--- config.mk ---
export PLATFORM = sky130hd
export DESIGN_NAME = hex_scan_driver_flat
export DESIGN_NICKNAME = d
export VERILOG_FILES = /design/src/rtl/hex_scan_if.sv /design/src/rtl/hex_scan_driver.sv /design/src/flat_wrapper.sv
export SDC_FILE = /design/constraint.sdc
export NUM_CORES = 1
export LEC_CHECK = 0
export CORE_ASPECT_RATIO = 1.2
export CORE_MARGIN = 3
export CORE_UTILIZATION = 56
export DETAILED_ROUTE_END_ITERATION = 16
export GPL_TIMING_DRIVEN = 0
export PLACE_DENSITY = 0.76
export SLEW_MARGIN = 20
export SYNTH_ARGS = -nofsm -noshare
export SYNTH_HDL_FRONTEND = slang
export SYNTH_SLANG_ARGS = --single-unit
--- constraint.sdc ---
create_clock -name clk -period 2.9 [get_ports clk]
set_input_delay 0.58 -clock clk [delete_from_list [all_inputs] [get_ports clk]]
set_output_delay 0.58 -clock clk [all_outputs]
set_load 0.02 [all_outputs]
--- src/rtl/hex_scan_if.sv ---
`default_nettype none
// +----------------------------------------------------------------------------+
// | Module   : hex_scan_if                                                     |
// | Purpose  : Bundles the data/control inputs and the display-pin outputs of  |
// |            hex_scan_driver.                                                |
// | Signals  : load, value, dp, blank, lzs, bright  (master -> slave)          |
// |            hex_seg, hex_grid, pending, frame_done (slave -> master)        |
// | Revision : 1.0 - initial release                                           |
// +----------------------------------------------------------------------------+
interface hex_scan_if #(
  parameter int N_DIGITS = 4
);
  logic                  load;
  logic [4*N_DIGITS-1:0] value;
  logic [N_DIGITS-1:0]   dp;
  logic [N_DIGITS-1:0]   blank;
  logic                  lzs;
  logic [3:0]            bright;
  logic [7:0]            hex_seg;
  logic [N_DIGITS-1:0]   hex_grid;
  logic                  pending;
  logic                  frame_done;

  modport master (
    output load, value, dp, blank, lzs, bright,
    input  hex_seg, hex_grid, pending, frame_done
  );

  modport slave (
    input  load, value, dp, blank, lzs, bright,
    output hex_seg, hex_grid, pending, frame_done
  );
endinterface
`default_nettype wire

--- src/rtl/hex_scan_driver.sv ---
`default_nettype none
// +----------------------------------------------------------------------------+
// | Module   : hex_scan_driver                                                 |
// | Purpose  : Time-multiplexed common-anode seven-segment driver with decimal |
// |            points, per-digit blanking, leading-zero suppression, dead time |
// |            between slots and frame-atomic updates via a shadow register.  |
// | Ports    : clk, reset_n (async, active low), bus (hex_scan_if.slave)       |
// | Options  : define HEX_SCAN_DIM_EN to enable brightness PWM from bright.    |
// | Revision : 1.0 - initial release                                           |
// +----------------------------------------------------------------------------+
module hex_scan_driver #(
  parameter int N_DIGITS    = 4,
  parameter int DIV_BITS    = 17,
  parameter int DEAD_CYCLES = 64
) (
  input wire        clk,
  input wire        reset_n,
  hex_scan_if.slave bus
);

  localparam int                  c_DIG_W    = (N_DIGITS > 1) ? $clog2(N_DIGITS) : 1;
  localparam logic [c_DIG_W-1:0]  c_LAST_DIG = c_DIG_W'(N_DIGITS - 1);
  localparam logic [DIV_BITS-1:0] c_DEAD     = DIV_BITS'(DEAD_CYCLES);

  logic [DIV_BITS-1:0]   r_cnt;
  logic [c_DIG_W-1:0]    r_dig;
  logic [4*N_DIGITS-1:0] r_pend_value, r_act_value;
  logic [N_DIGITS-1:0]   r_pend_dp, r_act_dp;
  logic [N_DIGITS-1:0]   r_pend_blank, r_act_blank;
  logic                  r_pending;
  logic [7:0]            r_seg;
  logic [N_DIGITS-1:0]   r_grid;
  logic                  r_frame_done;

  logic                  w_wrap, w_boundary, w_pwm, w_lit;
  logic [3:0]            w_nib;
  logic                  w_dp_cur, w_blank_cur, w_supp_cur, w_zero_run;
  logic [7:0]            w_seg_on;
  logic [N_DIGITS-1:0]   w_grid;

  function automatic logic [6:0] f_glyph(input logic [3:0] n);
    case (n)
      4'h0: f_glyph = 7'h3F;  4'h1: f_glyph = 7'h06;
      4'h2: f_glyph = 7'h5B;  4'h3: f_glyph = 7'h4F;
      4'h4: f_glyph = 7'h66;  4'h5: f_glyph = 7'h6D;
      4'h6: f_glyph = 7'h7D;  4'h7: f_glyph = 7'h07;
      4'h8: f_glyph = 7'h7F;  4'h9: f_glyph = 7'h6F;
      4'hA: f_glyph = 7'h77;  4'hB: f_glyph = 7'h7C;
      4'hC: f_glyph = 7'h39;  4'hD: f_glyph = 7'h5E;
      4'hE: f_glyph = 7'h79;  default: f_glyph = 7'h71;
    endcase
  endfunction

  assign w_wrap     = &r_cnt;
  assign w_boundary = w_wrap && (r_dig == c_LAST_DIG);

  // Slot counter and digit index
  always_ff @(posedge clk or negedge reset_n) begin
    if (!reset_n) begin
      r_cnt <= '0;
      r_dig <= '0;
    end else begin
      r_cnt <= r_cnt + DIV_BITS'(1);
      if (w_wrap) r_dig <= (r_dig == c_LAST_DIG) ? '0 : r_dig + c_DIG_W'(1);
    end
  end

  // Shadow/active registers. A load coinciding with the frame boundary bypasses
  // the shadow so it is not delayed by a whole extra frame.
  always_ff @(posedge clk or negedge reset_n) begin
    if (!reset_n) begin
      r_pend_value <= '0;
      r_pend_dp    <= '0;
      r_pend_blank <= '0;
      r_pending    <= 1'b0;
      r_act_value  <= '0;
      r_act_dp     <= '0;
      r_act_blank  <= '1;
    end else if (w_boundary) begin
      if (bus.load) begin
        r_act_value <= bus.value;
        r_act_dp    <= bus.dp;
        r_act_blank <= bus.blank;
        r_pending   <= 1'b0;
      end else if (r_pending) begin
        r_act_value <= r_pend_value;
        r_act_dp    <= r_pend_dp;
        r_act_blank <= r_pend_blank;
        r_pending   <= 1'b0;
      end
    end else if (bus.load) begin
      r_pend_value <= bus.value;
      r_pend_dp    <= bus.dp;
      r_pend_blank <= bus.blank;
      r_pending    <= 1'b1;
    end
  end

  // Select the current digit; scanning from the top keeps a running "all zero
  // so far" flag that gives leading-zero suppression for free.
  always_comb begin
    w_nib       = 4'h0;
    w_dp_cur    = 1'b0;
    w_blank_cur = 1'b0;
    w_supp_cur  = 1'b0;
    w_zero_run  = 1'b1;
    for (int i = N_DIGITS - 1; i >= 0; i--) begin
      w_zero_run = w_zero_run & (r_act_value[4*i +: 4] == 4'h0);
      if (r_dig == c_DIG_W'(i)) begin
        w_nib       = r_act_value[4*i +: 4];
        w_dp_cur    = r_act_dp[i];
        w_blank_cur = r_act_blank[i];
        w_supp_cur  = bus.lzs && (i > 0) && w_zero_run;
      end
    end
  end

`ifdef HEX_SCAN_DIM_EN
  // Top nibble of the slot counter splits the slot into 16 brightness steps.
  assign w_pwm = (r_cnt[DIV_BITS-1 -: 4] <= bus.bright);
`else
  assign w_pwm = 1'b1;
  wire w_unused_bright = ^bus.bright;
`endif

  assign w_lit    = (r_cnt >= c_DEAD) && !w_blank_cur && w_pwm;
  assign w_seg_on = {w_dp_cur, w_supp_cur ? 7'h00 : f_glyph(w_nib)};

  always_comb begin
    w_grid = '1;
    for (int i = 0; i < N_DIGITS; i++) begin
      w_grid[i] = !(w_lit && (r_dig == c_DIG_W'(i)));
    end
  end

  // Registered pin drivers
  always_ff @(posedge clk or negedge reset_n) begin
    if (!reset_n) begin
      r_seg        <= 8'hFF;
      r_grid       <= '1;
      r_frame_done <= 1'b0;
    end else begin
      r_seg        <= w_lit ? ~w_seg_on : 8'hFF;
      r_grid       <= w_grid;
      r_frame_done <= w_boundary;
    end
  end

  assign bus.hex_seg    = r_seg;
  assign bus.hex_grid   = r_grid;
  assign bus.pending    = r_pending;
  assign bus.frame_done = r_frame_done;

endmodule
`default_nettype wire

--- src/flat_wrapper.sv ---
// flat-port wrapper written by rule: the top's interface ports become plain ports
module hex_scan_driver_flat 
#(
  parameter int N_DIGITS    = 4,
  parameter int DIV_BITS    = 17,
  parameter int DEAD_CYCLES = 64
)
  (clk, reset_n, bus_load, bus_value, bus_dp, bus_blank, bus_lzs, bus_bright, bus_hex_seg, bus_hex_grid, bus_pending, bus_frame_done);
  hex_scan_if #(.N_DIGITS(N_DIGITS)) bus_i ();
  input wire clk;
  input wire reset_n;
  input wire logic [$bits(bus_i.load)-1:0] bus_load;
  input wire logic [$bits(bus_i.value)-1:0] bus_value;
  input wire logic [$bits(bus_i.dp)-1:0] bus_dp;
  input wire logic [$bits(bus_i.blank)-1:0] bus_blank;
  input wire logic [$bits(bus_i.lzs)-1:0] bus_lzs;
  input wire logic [$bits(bus_i.bright)-1:0] bus_bright;
  output wire logic [$bits(bus_i.hex_seg)-1:0] bus_hex_seg;
  output wire logic [$bits(bus_i.hex_grid)-1:0] bus_hex_grid;
  output wire logic [$bits(bus_i.pending)-1:0] bus_pending;
  output wire logic [$bits(bus_i.frame_done)-1:0] bus_frame_done;
  assign bus_i.load = bus_load;
  assign bus_i.value = bus_value;
  assign bus_i.dp = bus_dp;
  assign bus_i.blank = bus_blank;
  assign bus_i.lzs = bus_lzs;
  assign bus_i.bright = bus_bright;
  assign bus_hex_seg = bus_i.hex_seg;
  assign bus_hex_grid = bus_i.hex_grid;
  assign bus_pending = bus_i.pending;
  assign bus_frame_done = bus_i.frame_done;
  hex_scan_driver #(.N_DIGITS(N_DIGITS), .DIV_BITS(DIV_BITS), .DEAD_CYCLES(DEAD_CYCLES)) u_core (.clk(clk), .reset_n(reset_n), .bus(bus_i));
endmodule
==> results.cfg, run 1 <==
[outcome]
outcome = finished, final reports clean

[grt]
antenna_found_initial = 0
grt.total_usage_pct = 19.62
grt_pass1_vias = 2598
grt_pass1_wl_mm = 11.69
grt_overflow = 0
grt_max_degree = 48

[final_layout]
final_cell_mix = 65 x dfrtp_1, 44 x nand2_1, 39 x clkdlybuf4s50_1
drive_gt1_share_pct = 20.30
final_nets = 434
finalNonFillerCells = 479
antenna_cells = 0
fill_cells = 482
layout_commonest_cell = dfrtp_1
areaGrowthSynthToFinish_pct = 19.24

[critical_path]
critPathBufInv = 2
endpoint_kind = flip-flop
critPathMaxStageDelay_ps = 410
worstPathRequired_ps = 3140
critPathMaxFanout = 10
critical-path-slowest-cell = dfrtp_1
start_kind = flip-flop
worstPathArrival_ps = 2900
criticalPathCategory = reg -> reg
cpLargestDelayFamily = simple AND/OR/NAND/NOR gates
crit_top_cell = ha_1
cp_cell_sequence = ha_1 -> nand3_1 -> nand2b_1 -> nor2_1 -> and3_1 -> ha_1 -> and2_1 -> nor2b_1 -> buf_2 -> buf_4 -> mux2_2

[yosys]
synth.avg_cell_area_sq_um = 11.36
ys_types = 45
synth_top_area_cell = dfrtp_1
synth_top_area_share_pct = 42.47
netlist_area_sq_mm = 0.003830
synth-async-reset-ratio_pct = 100.0
syn_nets = 382
yosysSeqAreaShare_pct = 53.45
ys_warn_count = 0
synth_flop_cell = dfrtp_1
synth-seq-cells = 81
synth.area.top_cells = dfrtp_1 42%, dfstp_2 11%, mux2_2 7.6%
syn_inst = 337
synth_edf_count = 0

[cts]
htreeDepth = 3
clk_pin_slew_ps = 90
hold_buffers = 0
insertion_delay_ps = 360
cts.sinks = 81
post_cts_buffers = 0
cts_root_buf = clkbuf_8
clockBufferDepth = 2
postCtsResizedCells = 0
numCtsBuffers = 9
cts_tree = yes

[timing]
report.final.slew_viol_count = 0
setup_viol = 0
hold_viol_final = 0
final.period_utilization_pct = 91.93
finalCriticalPeriod_ps = 2666
finClkSkew_ps = 9.120
tightest_slew_ps = 469.5
rsz0062_at_grt = no
max_freq_mhz = 375.1
relSlewSlack_pct = 68.70
fin_ws_ps = 234.0
tns_ps = 0

[placement]
hpwl_mm = 5.253
post-place-cells = 463
routabilityCongestion = 0.8721
io_buffer_count = 40
post-place-ws_ps = 242.8

[floorplanning]
start_util_pct = 58.68
dieArea_sq_mm = 0.007872
fp.dieW_um = 81.50
core_area_sq_mm = 0.006526
rows = 32
fp.dieH_um = 96.59
io_pins = 46

[drt]
drt_iter0_drc = 71
num_vias = 2649
via_per_inst = 5.530
wl_mm = 7.095
wl_per_cell_um = 14.81
detail_route.first_pass.iterations = 4
drc_errors = 0
antenna_left = 0

[min_path]
hold_class = in -> async

[pwr]
vdd_drop_max_v = 0.0003201
leakage_uw = 0.002027
power.density_mw_per_mm2 = 474.6

[job]
drv_cap = 0
==> where the power goes <==
| group | total (uW) | internal, uW | switching, uW |
|---|---|---|---|
| sequential | 1180 | 1160 | 15.9 |
| clock | 839 | 407 | 432 |
| combinational | 149 | 86.1 | 63.1 |
| total | 2170 | 1660 | 511 |
==> sequential cells by signal (all words and copies together), names as in the netlist <==
signal / flops
u_core.r_act_dp: 4
u_core.r_dig: 2
u_core.bus.hex_grid: 4
u_core.r_act_value: 16
u_core.r_pend_dp: 4
u_core.r_act_blank: 4
u_core.bus.pending: 1
u_core.r_cnt: 17
u_core.bus.hex_seg: 8
u_core.r_pend_blank: 4
u_core.bus.frame_done: 1
u_core.r_pend_value: 16
==> worst reg2reg max path: cells and delay by family, from the launching register on <==
| family | cells | cell delay, ps |
|---|---|---|
| adders and majority gates | 2 | 460 |
| buffers and inverters | 2 | 410 |
| DFF | 1 | 410 |
| muxes | 1 | 350 |
| and+or+nand+nor | 6 | 910 |
==> worst paths after layout <==
check                                                       start                                 end  slack (ps)  cells past startpoint
worst max-delay path                    u_core.r_cnt[0]$_DFF_PN0_  u_core.r_pend_value[8]$_DFFE_PN0P_         230                     11
worst max register to register          u_core.r_cnt[0]$_DFF_PN0_  u_core.r_pend_value[8]$_DFFE_PN0P_         230                     11
worst min register to register  u_core.r_act_blank[2]$_DFFE_PN1P_   u_core.r_act_blank[2]$_DFFE_PN1P_         490                      2
min in group clk                u_core.r_act_blank[2]$_DFFE_PN1P_   u_core.r_act_blank[2]$_DFFE_PN1P_         490                      2
max in group asynchronous                                 reset_n   u_core.r_act_blank[3]$_DFFE_PN1P_        2090                      2
worst min-delay path                                      reset_n  u_core.r_act_value[10]$_DFFE_PN0P_         180                      1
==> kinds of logic after synthesis <==
kind of cell    share of synthesized area [%]
mux                                     14.18
compound gates                          9.442
xor+xnor                                3.430
flops                                   53.45
fa+ha+maj                               4.247
buf+inv                                 3.561
simple gates                            11.70
==> cells in the mapped netlist, drive strengths merged (2+ instances only) <==
| cell type | instances |
|---|---|
| and4 | 2 |
| nor4 | 4 |
| buf | 15 |
| a221oi | 2 |
| nand4 | 2 |
| nor3 | 2 |
| nor2 | 10 |
| o21ai | 34 |
| nand2 | 44 |
| nand3 | 7 |
| o211ai | 3 |
| ha | 13 |
| and3 | 2 |
| nor3b | 2 |
| clkbuf | 2 |
| nor2b | 5 |
| dfstp | 16 |
| mux2i | 25 |
| mux2 | 26 |
| a211oi | 4 |
| xor2 | 5 |
| and2 | 2 |
| inv | 10 |
| a21oi | 9 |
| dfrtp | 65 |
| xnor2 | 10 |
| nand3b | 4 |
==> area by class of cell <==
type	instances	area (sq um)	area share (%)
timing repair buffer	41	425.4	9.315
multi-input combinational	229	1652	36.16
inverter	10	37.54	0.8219
buffer	17	98.84	2.164
clock inverter	7	76.32	1.671
sequential	81	2047	44.82
clock buffer	9	123.9	2.712
tap	85	106.4	2.329
==> layer usage <==
layer,GRT usage [%],vias to the layer above,part of all wire [%]
li1,-,1278,-
met1,23.06,1305,43
met2,33.97,50,51
met3,5.195,16,3.8
met4,7.746,0,2.4
met5,0,-,0
==> stage by stage <==
stage / power (uW) / instance area, sq um / util, % / hold WS, ps
6_report: 2167 / 4567 / 69.98 / 180.9
5_1_grt: 2243 / 4567 / 69.98 / 196.4
4_1_cts: 2186 / 4562 / 69.90 / 180.3
3_5_place_dp: 1354 / 4362 / 66.83 / 476.5
3_3_place_gp: 1343 / 4337 / 66.45 / 463.8
2_1_floorplan: 1270 / 3830 / - / 284.4
(Power assumes the default switching activity.)
==> run 2, diff against run 1 <==
PLACE_DENSITY = 0.8   (was 0.76)
==> results.cfg, run 2 (synthesized netlist as in run 1, its figures left out) <==
[cts]
insertion_delay_ps = 350
cts.sinks = 81
cts_tree = yes
clockBufferDepth = 2
cts_root_buf = clkbuf_8
htreeDepth = 3
numCtsBuffers = 9
clk_pin_slew_ps = 80
hold_buffers = 0

[placement]
io_buffer_count = 40
hpwl_mm = 5.038
routabilityCongestion = 0.8701
placed_cell_area_sq_mm = 0.004354

[final_layout]
antenna_cells = 0
drive_gt1_share_pct = 19.80
layout_commonest_cell = dfrtp_1
largest_register_ffs = 17
final_cell_area_sq_mm = 0.004533
top_register = u_core.r_cnt
final_cell_mix = 65 x dfrtp_1, 44 x nand2_1, 39 x clkdlybuf4s50_1
final_core_utilization_pct = 69.46
final_nets = 434
areaGrowthSynthToFinish_pct = 18.36
reg_top3 = u_core.r_cnt x17, u_core.r_act_value x16, u_core.r_pend_value x16

[grt]
grt_max_degree = 44
grt_overflow = 0
grt_pass1_vias = 2570
grt_pass1_wl_mm = 11.74
grt.total_usage_pct = 19.58
antenna_found_initial = 0

[critical_path]
worstPathRequired_ps = 3110
start_kind = flip-flop
timing.rr.start = u_core.r_cnt[1]$_DFF_PN0_
endpoint_kind = flip-flop
critPathMaxFanout = 10
criticalPathCategory = reg -> reg
worstPathArrival_ps = 2860
worst-r2r-cell-count = 12
r2r-end = u_core.r_act_value[1]$_DFFE_PN0P_
reg2reg_slack_ps = 250

[floorplanning]
rows = 32
start_util_pct = 58.68
fp.dieW_um = 81.50
dieArea_sq_mm = 0.007872
io_pins = 46
fp.dieH_um = 96.59
core_area_sq_mm = 0.006526

[timing]
tightest_slew_ps = 494.3
finalCriticalPeriod_ps = 2648
tns_ps = 0
relSlewSlack_pct = 67.04
hold_viol_final = 0
setup_viol = 0
finClkSkew_ps = 8.857
max_freq_mhz = 377.7
final.period_utilization_pct = 91.30
report.final.slew_viol_count = 0
rsz0062_at_grt = no

[drt]
drt_iter0_drc = 118
wl_mm = 6.821
wl_per_cell_um = 14.24
via_per_inst = 5.449
drc_errors = 0
antenna_left = 0
detail_route.first_pass.iterations = 4
num_vias = 2610

[pwr]
seq_power_share_pct = 57.1
leakage_uw = 0.002005
power.density_mw_per_mm2 = 455.7
vdd_drop_max_v = 0.0003469
combPwrFrac_pct = 7.2
p_int_uw = 1585
p_sw_uw = 480.7
p_sw_share_pct = 23.27
p_clk_share_pct = 35.8

[job]
drv_cap = 0

[outcome]
outcome = finished, final reports clean

[min_path]
hold_class = in -> async
run 2: repair_timing:
item,in CTS,in global routing
endpoints found under the setup margin,0,1
gates resized for setup,0,1
setup buffers,0,0
run 2: worst max-delay path by stage:
stage,slack [ps],from,endpoint,cells after the start
after CTS,240,u_core.r_cnt[0]$_DFF_PN0_,u_core.r_pend_blank[3]$_DFFE_PN0P_,11
after floorplan,550,u_core.r_cnt[0]$_DFF_PN0_,u_core.r_pend_blank[1]$_DFFE_PN0P_,11
after global placement,-1500,reset_n,u_core.r_pend_blank[1]$_DFFE_PN0P_,1
after detailed placement,270,u_core.r_cnt[0]$_DFF_PN0_,u_core.r_pend_value[11]$_DFFE_PN0P_,11
after global routing,20,u_core.r_cnt[1]$_DFF_PN0_,u_core.r_act_value[10]$_DFFE_PN0P_,12
final,250,u_core.r_cnt[1]$_DFF_PN0_,u_core.r_act_value[1]$_DFFE_PN0P_,12
run 2: power groups by stage:
stage / Combinational, uW / Sequential [uW] / Clock (uW)
after floorplan: 74.2 / 1200 / 0
after global placement: 145 / 1200 / 0
after detailed placement: 151 / 1200 / 0
after CTS: 151 / 1180 / 752
after global routing: 164 / 1180 / 810
final: 148 / 1180 / 739
run 2: through the flow:
stage	power [uW]	cells	worst slack (ps)	hold WS [ps]
floorplan	1270	337	546.0	284.4
global placement	1344	462	-1496	462.8
detailed placement	1352	463	266.4	471.7
CTS	2083	479	237.0	202.5
global route	2157	479	17.32	217.4
finish	2066	479	252.3	196.9
run 2: worst max-delay path, stage by stage (launching register included):
cell	delay [ps]
dfrtp_1	390
ha_1	200
nand3_1	130
nand2b_1	230
nor2_1	210
and3_1	200
ha_1	210
and2_1	230
o21ai_0	150
buf_2	200
buf_2	190
nand2_1	90
o21ai_0	80
run 2: layout make-up:
| cell class | instances | area (sq um) |
|---|---|---|
| plain buffers | 17 | 98.84 |
| clock buffers | 12 | 145.1 |
| clock inverters | 4 | 28.78 |
| fillers | 494 | 1993 |
| inverters | 10 | 37.54 |
| multi-input cells | 229 | 1652 |
| flip-flops and latches | 81 | 2047 |
| well taps | 85 | 106.4 |
| repair buffers | 41 | 417.9 |
run 2: per-layer routing:
layer  part of all wire (%)  global-route usage [%]  vias up
li1                       -                       -     1281
met1                     45                   25.32     1256
met2                     49                   31.45       58
met3                    4.4                   5.288       15
met4                    1.8                   7.324        0
met5                      0                       0        -
